===== src/rtl/deser1_8.sv =====
// Serial-to-parallel deserializer: LSB-first bits are steered by a 3-bit index through a
// one-hot demux into a staging register; completed bytes go out on a valid/ready port.
module deser1_8 (
  input  logic       clk,
  input  logic       reset,
  input  logic       bit_valid,
  input  logic       bit_in,
  input  logic       frame_start,
  output logic [7:0] out_data,
  output logic       out_valid,
  input  logic       out_ready,
  output logic       overrun,
  input  logic       clear_overrun,
  output logic [2:0] bit_idx
);

  logic [2:0] idx_q, idx_d;
  logic [7:0] stage_q, stage_d;
  logic [7:0] data_q, data_d;
  logic       valid_q, valid_d;
  logic       ovr_q, ovr_d;

  logic [2:0] eidx;
  logic [7:0] wen;
  logic       complete;
  logic       hold_free;
  logic       drop;

  always_ff @(posedge clk or posedge reset) begin
    if (reset) begin
      idx_q   <= 3'd0;
      stage_q <= 8'h00;
      data_q  <= 8'h00;
      valid_q <= 1'b0;
      ovr_q   <= 1'b0;
    end else begin
      idx_q   <= idx_d;
      stage_q <= stage_d;
      data_q  <= data_d;
      valid_q <= valid_d;
      ovr_q   <= ovr_d;
    end
  end

  always_comb begin
    eidx      = frame_start ? 3'd0 : idx_q;
    wen       = bit_valid ? (8'b0000_0001 << eidx) : 8'h00;
    stage_d   = (stage_q & ~wen) | ({8{bit_in}} & wen);
    complete  = bit_valid && (eidx == 3'd7);
    hold_free = !valid_q || out_ready;
    drop      = complete && !hold_free;

    idx_d = idx_q;
    if (bit_valid) begin
      idx_d = eidx + 3'd1;
    end else if (frame_start) begin
      idx_d = 3'd0;
    end

    data_d  = data_q;
    valid_d = valid_q;
    if (complete && hold_free) begin
      data_d  = {bit_in, stage_q[6:0]};
      valid_d = 1'b1;
    end else if (valid_q && out_ready) begin
      valid_d = 1'b0;
    end

    // A new drop wins over a simultaneous clear.
    ovr_d = ovr_q;
    if (drop) begin
      ovr_d = 1'b1;
    end else if (clear_overrun) begin
      ovr_d = 1'b0;
    end
  end

  always_comb begin
    out_data  = data_q;
    out_valid = valid_q;
    overrun   = ovr_q;
    bit_idx   = idx_q;
  end

endmodule

===== config.mk =====
export PLATFORM = sky130hd
export DESIGN_NAME = deser1_8
export DESIGN_NICKNAME = d
export VERILOG_FILES = /design/src/rtl/deser1_8.sv
export SDC_FILE = /design/constraint.sdc
export NUM_CORES = 1
export LEC_CHECK = 0
export ABC_AREA = 1
export CORE_ASPECT_RATIO = 0.75
export CORE_MARGIN = 5
export CORE_UTILIZATION = 43
export CTS_CLUSTER_DIAMETER = 80
export DETAILED_ROUTE_END_ITERATION = 8
export HOLD_SLACK_MARGIN = 0.15
export PLACE_DENSITY = 0.82
export SETUP_SLACK_MARGIN = 0.2
export SKIP_LAST_GASP = 1
export SYNTH_ARGS = -nofsm -noshare
export SYNTH_HDL_FRONTEND = slang
export SYNTH_SLANG_ARGS = --single-unit
export TNS_END_PERCENT = 5

===== constraint.sdc =====
create_clock -name clk -period 1.2 [get_ports clk]
set_input_delay 0.24 -clock clk [delete_from_list [all_inputs] [get_ports clk]]
set_output_delay 0.24 -clock clk [all_outputs]
set_load 0.01 [all_outputs]

# Word level (Yosys, flattened, before mapping)
# Cells that the tools add are included.
totals:
  regBits: 21
  elab_cells: 28
classes:
  addsub: 1
  eq_ne: 1
  n_shift: 1
  muxes: 7
  bitwise: 4
  n_reduce_logical: 9
op_table:
  columns: ["operator", "count"]
  rows:
  - ["8-bit AND", 2]
  - ["8-bit 2-to-1 mux", 1]
  - ["8-bit inverter", 1]
  - ["8-bit OR", 1]
  - ["1-bit by 3-bit << shifter with 8-bit output (first input constant)", 1]
  - ["3-bit 2-to-1 mux", 2]
  - ["1-bit logical AND", 4]
  - ["1-bit 2-to-1 mux", 4]
  - ["2-bit nonzero test", 2]
  - ["3-bit by 1-bit adder with 3-bit output (second input constant)", 1]
  - ["3-bit equality test (second input constant)", 1]
  - ["1-bit zero test", 2]
  - ["1-bit logical OR", 1]

# Logic depth before layout (Yosys ltp)
# Gate-level depths: netlist (run 1).
depth:
  word_depth: 6
  depth_mapped: 9
  mapped_depth_nobuf: 9

# Least setup slack after synthesis (run 1)
# Ideal clock, no wire load.
synth_timing:
  path_type: "register to register"
  startpoint: "register idx_q[0], in the netlist bit_idx[0]"
  endpoint: "register data_q[7], in the netlist out_data[7]"
  setup_time_ns: 0.118
  arrival_ns: 1.238
  required_ns: 1.082
  slack_ns: -0.156
  stages_incl_launch_ff: 9
  path_buffers: 0
  period_less_slack_ns: 1.356
  path_cell_list: "dfrtp_1 -> nand2_1 -> nor2_1 -> ha_1 -> nand2_4 -> inv_4 -> nand2_4 -> nand2_1 -> o21ai_2"
synth_via:
  elab_chain_len: 4
synth_lines:
  columns: ["item", "line_no", "rtl"]
  rows:
  - ["from (decl)", "17", "logic [2:0] idx_q, idx_d;"]
  - ["from (signal assigned)", "37", "idx_q <= idx_d;"]
  - ["3-bit 2-to-1 mux", null, null]
  - ["3-bit equality test", "49", "complete = bit_valid && (eidx == 3'd7);"]
  - ["1-bit logical AND", "49", null]
  - ["1-bit logical AND", "62", "if (complete && hold_free) begin"]
  - ["to (signal assigned)", "39", "data_q <= data_d;"]
  - ["to (decl)", "19", "logic [7:0] data_q, data_d;"]
# No other way between the ends.
# A chain may end at the register's enable or synchronous reset.

# Worst setup path after layout (run 1)
layout_timing:
  startpoint: "register data_q[6], in the netlist out_data[6]"
  endpoint: "output out_data[6]"
layout_lines:
  columns: ["item", "line_no", "rtl"]
  rows:
  - ["to (decl)", "9", "output logic [7:0] out_data,"]
# No word-level cell between the ends.

==> Flow_metrics.wiki, run 1 <==
{| class="wikitable"
! Metric !! Value
|-
| Outcome || complete, but fails checks
|-
| Violated checks || negative setup slack
|-
| Fraction of post-synthesis cell area in the top cell type by area || 54.3%
|-
| Top cells by area in the synthesized netlist || sky130_fd_sc_hd__dfrtp_1, sky130_fd_sc_hd__nand2_1, sky130_fd_sc_hd__nand3_1
|-
| Final standard cell utilization of the core || between 70% and 80%
|-
| Classification of the worst setup path || reg -> out
|-
| Arrival time worst endpoint || roughly 1.0 ns
|-
| Maximum clock insertion buffer count || 2
|-
| Transition time at the pin with the least slew margin || between 0.2 and 0.3 ns
|-
| TritonCTS clock tree || built
|-
| Combined flip-flop and latch cell area || roughly 500 sq um
|-
| First-pass GRT wire length || ~4000 um
|-
| Port buffer count || 19
|-
| Final worst-path setup slack || -0.0493 ns
|-
| TritonCTS buffer count || 3
|-
| Critical path endpoint category || primary output
|-
| Drt first pass iters || 4
|-
| Largest fanout of any net on the critical path || 2
|-
| Number of library cell types mapped by synthesis || 20
|-
| Share of final-layout standard cells stronger than drive strength 1 || approximately a third
|-
| Starting density of the core || 45.3%
|-
| Most frequent cells after synthesis || sky130_fd_sc_hd__nand2_1, sky130_fd_sc_hd__dfrtp_1, sky130_fd_sc_hd__nand3_1, sky130_fd_sc_hd__inv_1, sky130_fd_sc_hd__o21ai_1
|-
| Leakage Power || about 0.76 nW
|-
| Relative area change from synthesis to final layout || 56.0%
|-
| # DRC || 0
|-
| Overflow left after global routing || 0
|-
| Peak ir drop on the vdd network || between 1 and 1.5 mV
|-
| Number of maximum-capacitance violations || 0
|-
| Post-synthesis area per instance || around 9.0 sq um
|-
| Tightest slew margin relative to the limit || ~80%
|-
| Total of endpoints with negative setup slack in the final report || 13
|-
| Unrepaired setup endpoints after global routing || yes
|-
| Half-perimeter wire length after placement || 1590 um
|-
| Number of standard-cell rows in the floorplan || 14
|-
| Critical path data required time || 0.96 ns
|-
| Share of flip-flops with an asynchronous set or reset after synthesis || between 90% and 100%
|-
| Post-synthesis instance area || about 900 sq um
|-
| Syn Nets || between 100 and 150
|-
| Clock insertion delay at the later pin of the skew report || 0.30 ns
|-
| Power per unit of standard cell area || between 1000 and 1500 nW/um^2
|-
| Largest area contributor in the synthesized netlist || sky130_fd_sc_hd__dfrtp_1
|-
| GR Util All Layers || ~16%
|-
| Worst Hold Slack || about 0.24 ns
|-
| Top Family by Delay on Critical Path || flip-flops
|-
| Main synth FF type || sky130_fd_sc_hd__dfrtp_1
|-
| Hold Buf Count CTS || 0
|-
| Vias in the first global route || ~870
|-
| Count of buffering cells on the critical path with inverters included || 1
|-
| Total count of hold-check failures in the final report || 0
|-
| H-tree depth reported by CTS || 1
|-
| Final weighted congestion in routability-driven placement || between 0.8 and 0.9
|-
| Boundary pin count || 20
|-
| Clock input transition at the sequential cells of the worst setup and hold paths || between 0.1 and 0.15 ns
|-
| Number of storage elements in the synthesis netlist || 20
|-
| Routed length per instance || about 13 um
|-
| CTS sink count || 20
|-
| Number of nets at the end of the flow || around 160
|-
| Total negative setup slack || -0.253 ns
|-
| Total of warnings raised by yosys || 0
|-
| Achievable Freq || ~0.8 GHz
|-
| Final worst path period share || 104%
|-
| Total wire length || between 2000 and 2500 um
|-
| Fill cell instance count of the final layout || 169
|-
| Element type at the critical path start || register
|-
| Largest clock skew in the final design || around 0.012 ns
|-
| Antenna violations before repair || 0
|-
| Class of the worst hold path || in -> async
|-
| Total Die Area || around 3200 sq um
|-
| Average via count per standard cell || about 5
|-
| Number of DRC violations after detailed-routing iteration 0 || 20
|-
| Via count of the routed design || roughly 850
|-
| Min Tclk post-route || 1.25 ns
|-
| Slowest stage cell, crit path || sky130_fd_sc_hd__dfrtp_1
|-
| Total area of multi-input combinational cells || about 400 sq um
|-
| Diode insertion count for antenna repair || 0
|-
| Placement Cell Area || approximately 1300 sq um
|-
| Maximum number of pins on one net before global-route repair || 21
|-
| Sequential share of the synthesized area || 54.3%
|-
| Root Buffer || sky130_fd_sc_hd__clkbuf_4
|-
| Final number of max-transition violations || 0
|-
| Cell count after synthesis || 102
|-
| Die X-Extent || about 63 um
|-
| Number of enable-type register cells in the synthesized netlist || 0
|-
| Final non-filler cell area || ~1400 sq um
|-
| Area inside the core boundary || between 2000 and 2500 sq um
|-
| Antenna-violating nets left || 0
|-
| Sum of internal, switching and leakage power || between 0.0015 and 0.002 W
|-
| Library cell with the highest instance count after synthesis || sky130_fd_sc_hd__nand2_1
|-
| CP Cell Sequence || dlygate4sd2_1
|-
| Largest stage delay on the critical path || around 0.41 ns
|-
| Vertical die dimension || 50.1 um
|}
## placed cells by master, fill, tap and decap left out, drive strengths merged
cell           netlist  layout
a21oi                2       2
a31oi                1       1
buf                  1      24
bufinv               0       1
clkbuf               0       3
clkdlybuf4s15        0       8
clkdlybuf4s50        0       5
clkinv               1       1
dfrtp               20      20
dlygate4sd2          0       6
ha                   2       2
inv                  9       9
nand2               39      39
nand3               15      15
nor2                 5       5
o21ai                5       5
o22ai                1       1
xor2                 1       1
## power breakdown
| group | internal [W] | switching, W | total (W) |
|---|---|---|---|
| combinational | 0.000150 | 0.000156 | 0.000306 |
| clock | 0.000338 | 0.000210 | 0.000547 |
| sequential | 0.000757 | 0.0000664 | 0.000824 |
| total | 0.00124 | 0.000432 | 0.00168 |
## per-stage QoR
step	setup slack (ns)	instances
global placement	-0.378	157
CTS	-0.0312	172
floorplan	-0.0559	102
detailed placement	-0.430	157
global route	-0.108	172
finish	-0.0493	172
## repair_timing
action                     4_1_cts  5_1_grt
pin swaps                        3        2
setup endpoints to repair       32       32
setup buffers                   11        0
resized for setup               28        1
## layer usage
metal,global-route usage [%],vias to the layer above,part of all wire [%]
met1,18.3,407,41
met5,0,-,0
met2,28.2,21,53
met4,3.11,0,0
met3,5.91,0,5.1
li1,-,418,-
## logic make-up after synthesis
group | after synthesis | synth area share (%)
XOR/XNOR | 1 | 0.951
adder cells (fa/ha/maj) | 2 | 2.72
buffers and inverters | 11 | 6.11
flip-flops | 20 | 54.3
AO/OA/AOI/OAI | 9 | 6.79
AND/OR/NAND/NOR | 59 | 29.1
## path summary, 6_finish.rpt
check	slack (ns)	startpoint	cells after the start	to
setup reg to reg	-0.02	bit_idx[1]$_DFF_PP0_	9	out_data[1]$_DFFE_PP0P_
max in group asynchronous	0.72	reset	3	bit_idx[2]$_DFF_PP0_
setup / recovery	-0.05	out_data[6]$_DFFE_PP0P_	1	out_data[6]
hold / removal	0.24	reset	3	out_data[7]$_DFFE_PP0P_
min in group clk	0.48	frame_start	5	bit_idx[2]$_DFF_PP0_
hold reg to reg	0.51	register	2	register
## final cells by class
cell class                      instances  share of cell area [%]
Clock buffer                            3                    1.57
Sequential cell                        20                    35.0
Tap cell                               24                    2.09
Multi-Input combinational cell         71                    27.8
Inverter                               10                    3.31
Timing Repair Buffer                   43                    28.1
Clock inverter                          1                    2.09
Power figures use the tool's default switching activity.
==> run 2, diff against run 1 <==
HOLD_SLACK_MARGIN = 0.1   (was 0.15)
MAX_ROUTING_LAYER = met4   (was default)
SLEW_MARGIN = 25   (was default)
==> run 2 against run 1 <==
  * The flow still finishes with violations (negative setup slack)
  * Final area did not move
  * Worst setup slack improved by 0.0027 ns
  * Clock power is essentially flat
  * Hold slack is essentially flat
  * Combinational power is essentially flat
  * Count of clock-buffer cells in the layout stayed put
  * Critical path type unchanged
  * Critical endpoint is now out_data[4]
  * Largest power group unchanged
  * Highest routed layer unchanged
==> Flow_metrics.wiki, run 2 (synthesis gave the netlist of run 1 again) <==
{| class="wikitable"
! Metric !! Value
|-
| Outcome || complete, but fails checks (unchanged)
|-
| Violated checks || negative setup slack (unchanged)
|-
| Class of the worst hold path || in -> async (unchanged)
|-
| Number of nets at the end of the flow || 158 (unchanged)
|-
| # DRC || 0 (unchanged)
|-
| Top Family by Delay on Critical Path || flip-flops (unchanged)
|-
| Average via count per standard cell || 4.92 (about the same)
|-
| Total Die Area || 3180 sq um (unchanged)
|-
| Via count of the routed design || 847 (was 846)
|-
| Critical path data required time || 0.96 ns (about the same)
|-
| Total wire length || 2240 um (was 2260 um)
|-
| Routed length per instance || 13.0 um (was 13.1 um)
|-
| Final standard cell utilization of the core || 70.7% (unchanged)
|-
| Maximum clock insertion buffer count || 2 (unchanged)
|-
| Final worst-path setup slack || -0.0466 ns (was -0.0493 ns)
|-
| Vertical die dimension || 50.1 um (unchanged)
|-
| Starting density of the core || 45.3% (unchanged)
|-
| Die X-Extent || 63.4 um (unchanged)
|-
| Number of DRC violations after detailed-routing iteration 0 || 20 (unchanged)
|-
| Total count of hold-check failures in the final report || 0 (unchanged)
|-
| Fill cell instance count of the final layout || 169 (unchanged)
|-
| Top library cells by usage in the layout, fill and taps aside || sky130_fd_sc_hd__nand2_1, sky130_fd_sc_hd__buf_4, sky130_fd_sc_hd__dfrtp_1, sky130_fd_sc_hd__nand3_1, sky130_fd_sc_hd__clkdlybuf4s15_1 (unchanged)
|-
| Classification of the worst setup path || reg -> out (unchanged)
|-
| Leakage Power || 0.764 nW (unchanged)
|-
| Most common cell after layout, fill and taps aside || sky130_fd_sc_hd__nand2_1 (unchanged)
|-
| Maximum number of pins on one net before global-route repair || 21 (unchanged)
|-
| Worst reg2reg startpoint || bit_idx[1]$_DFF_PP0_ (unchanged)
|-
| Count of non-filler cells in the finished layout || 172 (unchanged)
|-
| Beginning of the critical path || out_data[4]$_DFFE_PP0P_ (was out_data[6]$_DFFE_PP0P_)
|-
| Tightest slew margin relative to the limit || 82.5% (was 82.3%)
|-
| Diode insertion count for antenna repair || 0 (unchanged)
|-
| Antenna violations before repair || 0 (unchanged)
|-
| Area inside the core boundary || 2030 sq um (unchanged)
|-
| Number of standard-cell rows in the floorplan || 14 (unchanged)
|-
| Final worst path period share || 104% (about the same)
|-
| Final number of max-transition violations || 0 (unchanged)
|-
| Largest clock skew in the final design || 0.0120 ns (was 0.0122 ns)
|-
| Power per unit of standard cell area || 1170 nW/um^2 (about the same)
|-
| Peak ir drop on the vdd network || 1.28 mV (about the same)
|-
| Antenna-violating nets left || 0 (unchanged)
|-
| Share of final-layout standard cells stronger than drive strength 1 || 32.4% (unchanged)
|-
| Vias in the first global route || 856 (was 865)
|-
| Critical path endpoint category || primary output (unchanged)
|-
| TritonCTS buffer count || 3 (unchanged)
|-
| Unrepaired setup endpoints after global routing || yes (unchanged)
|-
| Largest stage delay on the critical path || 0.41 ns (about the same)
|-
| GR Util All Layers || 16.5% (was 15.9%)
|-
| Port buffer count || 19 (unchanged)
|-
| Root Buffer || sky130_fd_sc_hd__clkbuf_4 (unchanged)
|-
| Clock input transition at the sequential cells of the worst setup and hold paths || 0.12 ns (about the same)
|-
| H-tree depth reported by CTS || 1 (unchanged)
|-
| Largest fanout of any net on the critical path || 2 (unchanged)
|-
| Overflow left after global routing || 0 (unchanged)
|-
| Number of maximum-capacitance violations || 0 (unchanged)
|-
| Slowest stage cell, crit path || sky130_fd_sc_hd__dfrtp_1 (unchanged)
|-
| Total area of multi-input combinational cells || 399 sq um (unchanged)
|-
| Total of endpoints with negative setup slack in the final report || 13 (unchanged)
|-
| First-pass GRT wire length || 3960 um (was 3950 um)
|-
| Boundary pin count || 20 (unchanged)
|-
| Count of buffering cells on the critical path with inverters included || 1 (unchanged)
|-
| Clock insertion delay at the later pin of the skew report || 0.30 ns (about the same)
|-
| CTS sink count || 20 (unchanged)
|-
| Transition time at the pin with the least slew margin || 0.261 ns (was 0.263 ns)
|-
| Combined flip-flop and latch cell area || 503 sq um (unchanged)
|-
| Half-perimeter wire length after placement || 1590 um (unchanged)
|-
| Final weighted congestion in routability-driven placement || 0.859 (was 0.846)
|-
| Element type at the critical path start || register (unchanged)
|-
| CP Cell Sequence || dlygate4sd2_1 (unchanged)
|-
| Total negative setup slack || -0.240 ns (was -0.253 ns)
|-
| Arrival time worst endpoint || 1.01 ns (about the same)
|-
| Achievable Freq || 0.802 GHz (was 0.800 GHz)
|-
| Drt first pass iters || 4 (unchanged)
|-
| Min Tclk post-route || 1.25 ns (about the same)
|-
| Setup Slack @ Placement || -0.430 ns (unchanged)
|-
| TritonCTS clock tree || built (unchanged)
|-
| Relative area change from synthesis to final layout || 56.0% (unchanged)
|-
| Placed cell count || 157 (unchanged)
|}
-- run 2: through the flow --
step / area [sq um] / power, W / hold slack [ns]
3_5_place_dp: 1280 / 0.00111 / 0.466
6_report: 1440 / 0.00168 / 0.241
3_3_place_gp: 1280 / 0.00109 / 0.457
4_1_cts: 1430 / 0.00169 / 0.251
5_1_grt: 1440 / 0.00178 / 0.288
2_1_floorplan: 933 / 0.000957 / 0.204
-- run 2: routing by layer --
layer	track usage (%)	vias up	wire length (um)
li1	-	418	-
met1	18.5	403	914
met3	6.36	0	110
met4	3.11	0	0
met2	28.2	26	1220
met5	-	-	0
-- run 2: area by class of cell --
class,count,area share (%)
clock buffers,3,1.57
clock inverters,1,2.09
inverters,10,3.31
multi-input cells,71,27.8
flip-flops and latches,20,35.0
well taps,24,2.09
repair buffers,43,28.1
-- run 2: worst paths after layout --
path | end | slack, ns | cells after the start
min in group clk | bit_idx[2]$_DFF_PP0_ | 0.48 | 5
worst max-delay path | out_data[4] | -0.05 | 1
worst min register to register | register | 0.51 | 2
worst min-delay path | out_data[7]$_DFFE_PP0P_ | 0.24 | 3
worst max register to register | out_data[1]$_DFFE_PP0P_ | -0.02 | 9
max in group asynchronous | bit_idx[2]$_DFF_PP0_ | 0.72 | 3
-- run 2: power by group --
group,internal (W),leakage [nW],total [W],switching [W]
registers,0.000757,0.266,0.000823,0.0000656
logic,0.000150,0.470,0.000305,0.000155
clock network,0.000338,0.0279,0.000548,0.000210
-- run 2: what timing repair did --
item,CTS,global route
pin swaps,3,2
hold buffers,0,0
resized for setup,28,1
buffers inserted,11,0
setup endpoints to repair,32,32
